$ cat src/rtl/noc_tg_pkg.sv
// noc_tg_pkg: shared types and tdata field layout for the NoC traffic generator.
//   state_t : FSM state encoding. ST_GAP exists only when NOC_TG_GAP_EN is defined.
//   *_LSB / *_W : bit positions and widths of the fields in tdata[31:0].
package noc_tg_pkg;

    typedef enum logic [1:0] {
        ST_IDLE = 2'd0,
        ST_SEND = 2'd1,
        ST_DONE = 2'd2
`ifdef NOC_TG_GAP_EN
        ,
        ST_GAP  = 2'd3
`endif
    } state_t;

    // tdata[31:0] = {seq[15:0], 4'h0, router_address[3:0], idx[7:0]}
    localparam int IDX_LSB = 0;
    localparam int IDX_W   = 8;
    localparam int RTR_LSB = 8;
    localparam int RTR_W   = 4;
    localparam int RSV_LSB = 12;
    localparam int RSV_W   = 4;
    localparam int SEQ_LSB = 16;
    localparam int SEQ_W   = 16;

endpackage

$ cat src/rtl/noc_tg_flit_gen.sv
// noc_tg_flit_gen: purely combinational flit builder. Its outputs feed the
// output registers in noc_traffic_generator.
// Ports:
//   seq            in  16      packet sequence number p
//   idx            in  8       flit index k within the packet
//   router_address in  4       source router id
//   dest_address   in  4       destination router id
//   tdata          out noc_dw  {p, 4'h0, router_address, k}, upper bits zero
//   tid/tdest/tuser out byte_dw zero-extended router id / dest id / p[7:0]
//   tlast          out 1       k == PKT_LEN-1
module noc_tg_flit_gen
    import noc_tg_pkg::*;
#(
    parameter int noc_dw  = 32,
    parameter int byte_dw = 8,
    parameter int PKT_LEN = 4
) (
    input  logic [SEQ_W-1:0]   seq,
    input  logic [IDX_W-1:0]   idx,
    input  logic [RTR_W-1:0]   router_address,
    input  logic [3:0]         dest_address,
    output logic [noc_dw-1:0]  tdata,
    output logic [byte_dw-1:0] tid,
    output logic [byte_dw-1:0] tdest,
    output logic [byte_dw-1:0] tuser,
    output logic               tlast
);

    always_comb begin
        tdata = '0;
        tdata[IDX_LSB +: IDX_W] = idx;
        tdata[RTR_LSB +: RTR_W] = router_address;
        tdata[RSV_LSB +: RSV_W] = '0;
        tdata[SEQ_LSB +: SEQ_W] = seq;
    end

    assign tid   = byte_dw'(router_address);
    assign tdest = byte_dw'(dest_address);
    assign tuser = byte_dw'(seq[7:0]);
    assign tlast = (idx == IDX_W'(PKT_LEN - 1));

endmodule

$ cat src/rtl/noc_traffic_generator.sv
// noc_traffic_generator: AXI-Stream flit source that emits num_packets packets
// of PKT_LEN flits each towards dest_address.
// Build option: define NOC_TG_GAP_EN to insert one idle cycle (tvalid=0)
// after every non-final packet; without it packets go out back-to-back.
// Ports:
//   clk, reset (async, active-low), enable (level run request)
//   num_packets, dest_address : sampled when a run starts
//   router_address            : source id placed in tdata/tid
//   tready                    : sink ready
//   tvalid, tdata, tstrb, tkeep, tid, tdest, tuser, tlast : AXI-Stream master
//   pkt_count                 : packets completed in the current run
//   done                      : run finished, held while enable stays high
//
// state | meaning
// IDLE  | waiting for enable; starts a run (or goes straight to DONE if 0 packets)
// SEND  | tvalid=1, presenting flit (p, k); advances on tvalid & tready
// GAP   | one tvalid=0 cycle between packets (NOC_TG_GAP_EN only)
// DONE  | all packets sent, done=1 until enable drops
module noc_traffic_generator
    import noc_tg_pkg::*;
#(
    parameter int noc_dw  = 32,
    parameter int byte_dw = 8,
    parameter int PKT_LEN = 4
) (
    input  logic                      clk,
    input  logic                      reset,
    input  logic                      enable,
    input  logic [15:0]               num_packets,
    input  logic [3:0]                router_address,
    input  logic [3:0]                dest_address,
    input  logic                      tready,
    output logic                      tvalid,
    output logic [noc_dw-1:0]         tdata,
    output logic [noc_dw/byte_dw-1:0] tstrb,
    output logic [noc_dw/byte_dw-1:0] tkeep,
    output logic [byte_dw-1:0]        tid,
    output logic [byte_dw-1:0]        tdest,
    output logic [byte_dw-1:0]        tuser,
    output logic                      tlast,
    output logic [15:0]               pkt_count,
    output logic                      done
);

    state_t             state;
    logic               armed;
    logic [SEQ_W-1:0]   seq_q;
    logic [IDX_W-1:0]   idx_q;
    logic [15:0]        num_q;
    logic [3:0]         dest_q;

    logic [SEQ_W-1:0]   gen_seq;
    logic [IDX_W-1:0]   gen_idx;
    logic [3:0]         gen_dest;
    logic [noc_dw-1:0]  g_tdata;
    logic [byte_dw-1:0] g_tid;
    logic [byte_dw-1:0] g_tdest;
    logic [byte_dw-1:0] g_tuser;
    logic               g_tlast;
    logic               stall;

    assign tstrb = '1;
    assign tkeep = '1;

    // Flit to present after the next edge: the first flit of a run from IDLE,
    // the successor of the current flit in SEND, otherwise (p, k) as held.
    always_comb begin
        gen_seq  = seq_q;
        gen_idx  = idx_q;
        gen_dest = dest_q;
        case (state)
            ST_IDLE: begin
                gen_seq  = '0;
                gen_idx  = '0;
                gen_dest = dest_address;
            end
            ST_SEND: begin
                if (tlast) begin
                    gen_seq = seq_q + 16'd1;
                    gen_idx = '0;
                end else begin
                    gen_idx = idx_q + 8'd1;
                end
            end
            default: ;
        endcase
    end

    // Output payload registers only freeze while a flit is stalled; in every
    // other state tvalid qualifies them, so reloading them is harmless.
    assign stall = (state == ST_SEND) && !tready;

    noc_tg_flit_gen #(
        .noc_dw  (noc_dw),
        .byte_dw (byte_dw),
        .PKT_LEN (PKT_LEN)
    ) u_flit_gen (
        .seq            (gen_seq),
        .idx            (gen_idx),
        .router_address (router_address),
        .dest_address   (gen_dest),
        .tdata          (g_tdata),
        .tid            (g_tid),
        .tdest          (g_tdest),
        .tuser          (g_tuser),
        .tlast          (g_tlast)
    );

    always_ff @(posedge clk or negedge reset) begin
        if (!reset) begin
            state     <= ST_IDLE;
            armed     <= 1'b0;
            tvalid    <= 1'b0;
            tdata     <= '0;
            tid       <= '0;
            tdest     <= '0;
            tuser     <= '0;
            tlast     <= 1'b0;
            pkt_count <= '0;
            done      <= 1'b0;
            seq_q     <= '0;
            idx_q     <= '0;
            num_q     <= '0;
            dest_q    <= '0;
        end else begin
            // armed blocks leaving IDLE on the first edge after reset release
            armed <= 1'b1;

            if (!stall) begin
                tdata <= g_tdata;
                tid   <= g_tid;
                tdest <= g_tdest;
                tuser <= g_tuser;
                tlast <= g_tlast;
            end

            case (state)
                ST_IDLE: begin
                    if (enable && armed) begin
                        num_q     <= num_packets;
                        dest_q    <= dest_address;
                        pkt_count <= '0;
                        seq_q     <= '0;
                        idx_q     <= '0;
                        if (num_packets == 16'd0) begin
                            state <= ST_DONE;
                            done  <= 1'b1;
                        end else begin
                            state  <= ST_SEND;
                            tvalid <= 1'b1;
                        end
                    end
                end
                ST_SEND: begin
                    if (tready) begin
                        seq_q <= gen_seq;
                        idx_q <= gen_idx;
                        if (tlast) begin
                            pkt_count <= pkt_count + 16'd1;
                            if (pkt_count == num_q - 16'd1) begin
                                state  <= ST_DONE;
                                tvalid <= 1'b0;
                                done   <= 1'b1;
                            end else if (!enable) begin
                                state  <= ST_IDLE;
                                tvalid <= 1'b0;
                            end
`ifdef NOC_TG_GAP_EN
                            else begin
                                state  <= ST_GAP;
                                tvalid <= 1'b0;
                            end
`endif
                        end
                    end
                end
`ifdef NOC_TG_GAP_EN
                ST_GAP: begin
                    state  <= ST_SEND;
                    tvalid <= 1'b1;
                end
`endif
                ST_DONE: begin
                    if (!enable) begin
                        state <= ST_IDLE;
                        done  <= 1'b0;
                    end
                end
                default: begin
                    state  <= ST_IDLE;
                    tvalid <= 1'b0;
                    done   <= 1'b0;
                end
            endcase
        end
    end

endmodule

$ cat config.mk
export PLATFORM = sky130hd
export DESIGN_NAME = noc_traffic_generator
export DESIGN_NICKNAME = d
export VERILOG_FILES = /design/src/rtl/noc_tg_pkg.sv /design/src/rtl/noc_tg_flit_gen.sv /design/src/rtl/noc_traffic_generator.sv
export SDC_FILE = /design/constraint.sdc
export NUM_CORES = 1
export LEC_CHECK = 0
export BUFFER_PORTS_ARGS = -buffer_cell sky130_fd_sc_hd__clkbuf_2
export CAP_MARGIN = 15
export CORE_MARGIN = 4
export CORE_UTILIZATION = 37
export CTS_BUF_LIST = sky130_fd_sc_hd__clkbuf_2
export DETAILED_ROUTE_END_ITERATION = 7
export PLACE_DENSITY_LB_ADDON = 0.12
export SLEW_MARGIN = 30
export SYNTH_ARGS = -nofsm -noshare
export SYNTH_HDL_FRONTEND = slang
export SYNTH_SLANG_ARGS = --single-unit
$ cat constraint.sdc
create_clock -name clk -period 6.73 [get_ports clk]
set_clock_uncertainty 0.1 [all_clocks]
set_input_delay 0.673 -clock clk [delete_from_list [all_inputs] [get_ports clk]]
set_output_delay 0.673 -clock clk [all_outputs]
set_load 0.01 [all_outputs]
==> flow_summary.json <==
{
  "seq_area_um2": 2452,
  "tritoncts": "yes",
  "antenna_found_initial": 0,
  "startpoint": "state[0]",
  "die_w_um": 128.6,
  "design.die.area_um2": 16530,
  "setup_viol": 0,
  "max_stage_delay_ns": 0.79,
  "clkPwrFrac": 0.126,
  "finalCritPeriodShare": 0.4529,
  "path_clk_slew_ns": 0.25,
  "cellPowerDensity_nw_per_um2": 342.2,
  "syn_area_um2": 5379,
  "max-vdd-ir-drop_uv": 133.9,
  "worstPathRequired_ns": 7.09,
  "n_antenna_cell": 0,
  "whs_ns": 0.1442,
  "drc": 0,
  "synth_most_common_cell": "dfrtp_1",
  "r2r_slack_ns": 3.68,
  "power_frac_comb": 0.413,
  "ys_warn_count": 0,
  "cts_buffers": 9,
  "synth-main-ff-cell": "dfrtp_1",
  "grt_max_degree": 56,
  "areaGrowthSynthToFinish_pct": 9.816,
  "min_path_type": "in2reg",
  "grt_pass1_vias": 4164,
  "cts_root_buf": "clkbuf_2",
  "dp_cells": 817,
  "initial_core_util": 0.3831,
  "fmax_ghz": 0.3281,
  "yosys-top-cells-area": "dfrtp_1 46%, nand2_1 5.2%, o21ai_0 4.7%, buf_4 4.6%, nor2_1 4.5%",
  "slew-limit-headroom": 0.3953,
  "rsz0062_at_grt": "no",
  "maxSlewViolCount": 0,
  "worst-setup-path-type": "reg2reg",
  "drt-total-wl_mm": 13.38,
  "worst_slack_ns": 3.682,
  "pre_cts_slack_ns": 3.595,
  "drive_gt1_frac": 0.2125,
  "crit_chain": "nand3_1, a21oi_1, and4_1, nor2b_1, and3_1, xnor2_1, nor2_1",
  "fp.coreArea_um2": 14040,
  "vias_per_cell": 5.205,
  "min_period_ns": 3.048,
  "min_from": "router_address[0]",
  "ant_nets": 0,
  "ys_seq_elements": 98,
  "first_iter_violations": 318,
  "synth_commonest_cells": "98 x dfrtp_1, 74 x nand2_1, 65 x nor2_1",
  "grt_usage": 0.1654,
  "cts_setup_buffers": 0,
  "synth_cell_types": 59,
  "die_h_um": 128.6,
  "fin_tns_setup_ns": 0,
  "status": "completed",
  "wl_per_cell_um": 16.04,
  "instances_no_fill": 834,
  "io_buffer_count": 90,
  "cp_max_fo": 22,
  "ys_seq_area_frac": 0.4559,
  "p_seq_frac": 0.461,
  "hold_viol_final": 0,
  "grt_pass1_wl_mm": 21.83,
  "cp-end-kind": "register",
  "nNetsFinal": 681,
  "r2r-start": "state[0]",
  "cellLeakagePower_nw": 2.788,
  "drv_cap": 0,
  "grt-ovfl-total": 0,
  "gp_congestion": 0.8525,
  "power.switching_mw": 0.8761,
  "ios": 111,
  "start_kind": "register",
  "async_reset_ff_frac": 1.000,
  "cts_num_sinks": 98,
  "synth_top_area_share": 0.4559,
  "ctsResizeCount": 0,
  "clk_latency_ns": 0.59,
  "syn_avg_cell_area_um2": 9.195,
  "crit_slowest_cell": "dfrtp_1",
  "multi_input_area_um2": 2618,
  "synth_top_area_cell": "dfrtp_1",
  "worstMarginPinSlew_ns": 0.9051,
  "synthCells": 585,
  "synth_edf_count": 0,
  "vias": 4341,
  "cts_buffer_depth": 2,
  "firstDrtPassIters": 4,
  "fillerInstances": 1404,
  "rows": 43,
  "hpwl_mm": 9.438,
  "cp.arrival_ns": 3.41,
  "h-tree-depth": 3,
  "swShare": 0.4334,
  "p_int_mw": 1.145
}
worst max-delay path, delay by kind of cell (launching register included):
| family | cells | cell delay [ns] |
|---|---|---|
| simple gates | 5 | 1.28 |
| flops | 1 | 0.79 |
| compound gates | 1 | 0.63 |
| xor+xnor | 1 | 0.12 |
layer usage:
layer / share of wire / up-vias / track usage
li1: - / 2102 / -
met1: 0.50 / 2118 / 0.2455
met2: 0.44 / 109 / 0.2436
met3: 0.044 / 12 / 0.02740
met4: 0.016 / 0 / 0.05930
met5: 0 / - / 0
power groups by stage:
stage               Clock, mW  Sequential, mW  Combinational [mW]
floorplan                   0           0.903               0.616
global placement            0           0.937               0.821
detailed placement          0           0.943               0.837
CTS                     0.269           0.932               0.843
global route            0.285           0.961               0.943
finish                  0.254           0.933               0.835
cell usage in the layout, fill, tap and decap left out, types with 7 or more instances in the layout:
| cell | n |
|---|---|
| nor2_1 | 63 |
| xor2_1 | 23 |
| nand2_1 | 74 |
| nor2b_1 | 7 |
| o31ai_1 | 9 |
| dfrtp_1 | 98 |
| xnor2_1 | 26 |
| and3_1 | 13 |
| nand3_1 | 15 |
| o21ai_0 | 50 |
| inv_1 | 10 |
| a21oi_1 | 21 |
| clkbuf_2 | 102 |
| mux2_2 | 17 |
| conb_1 | 21 |
worst paths after layout:
kind | cells past startpoint | endpoint
worst min register to register | 2 | tdata[24]
worst max register to register | 7 | pkt_count[11]
min in group asynchronous | 2 | tuser[4]
worst max-delay path | 7 | pkt_count[11]
worst min-delay path | 3 | tid[0]
max in group asynchronous | 3 | pkt_count[4]
state kept, by name (all words and copies together), names as in the netlist, 4 cells and up:
register / cells
idx_q: 8
tdest: 4
num_q: 16
tdata: 18
pkt_count: 16
tuser: 7
seq_q: 16
dest_q: 4
final cells by class:
class                           count  share of cell area
Sequential cell                    98              0.4152
Tap cell                          180             0.03813
Clock inverter                      3            0.002754
Inverter                           10            0.006355
Multi-Input combinational cell    435              0.4431
Clock buffer                       13             0.01101
Timing Repair Buffer               95             0.08346
kinds of logic (layout without fill, tap and decap cells):
family | count (synthesis) | count (layout) | synth area share
AO/OA/AOI/OAI | 118 | 118 | 0.1338
XOR/XNOR | 49 | 49 | 0.07979
adder cells (fa/ha/maj) | 4 | 4 | 0.009305
buffers and inverters | 71 | 121 | 0.07258
flip-flops | 98 | 98 | 0.4559
multiplexers | 23 | 23 | 0.04699
other | 2 | 21 | 0.001396
AND/OR/NAND/NOR | 220 | 220 | 0.2003
metrics by stage:
| step | utilization | cell area, um2 | power, mW |
|---|---|---|---|
| 2_1_floorplan | - | 5450 | 1.519 |
| 3_3_place_gp | 0.4138 | 5811 | 1.759 |
| 3_5_place_dp | 0.4138 | 5811 | 1.780 |
| 4_1_cts | 0.4203 | 5902 | 2.043 |
| 5_1_grt | 0.4207 | 5907 | 2.190 |
| 6_report | 0.4207 | 5907 | 2.021 |
timing repair:
item | 4_1_cts | 5_1_grt
setup endpoints to repair | 0 | 0
hold buffers | 1 | 0
hold endpoints to repair | 43 | 0
Power figures use the tool's default switching activity.
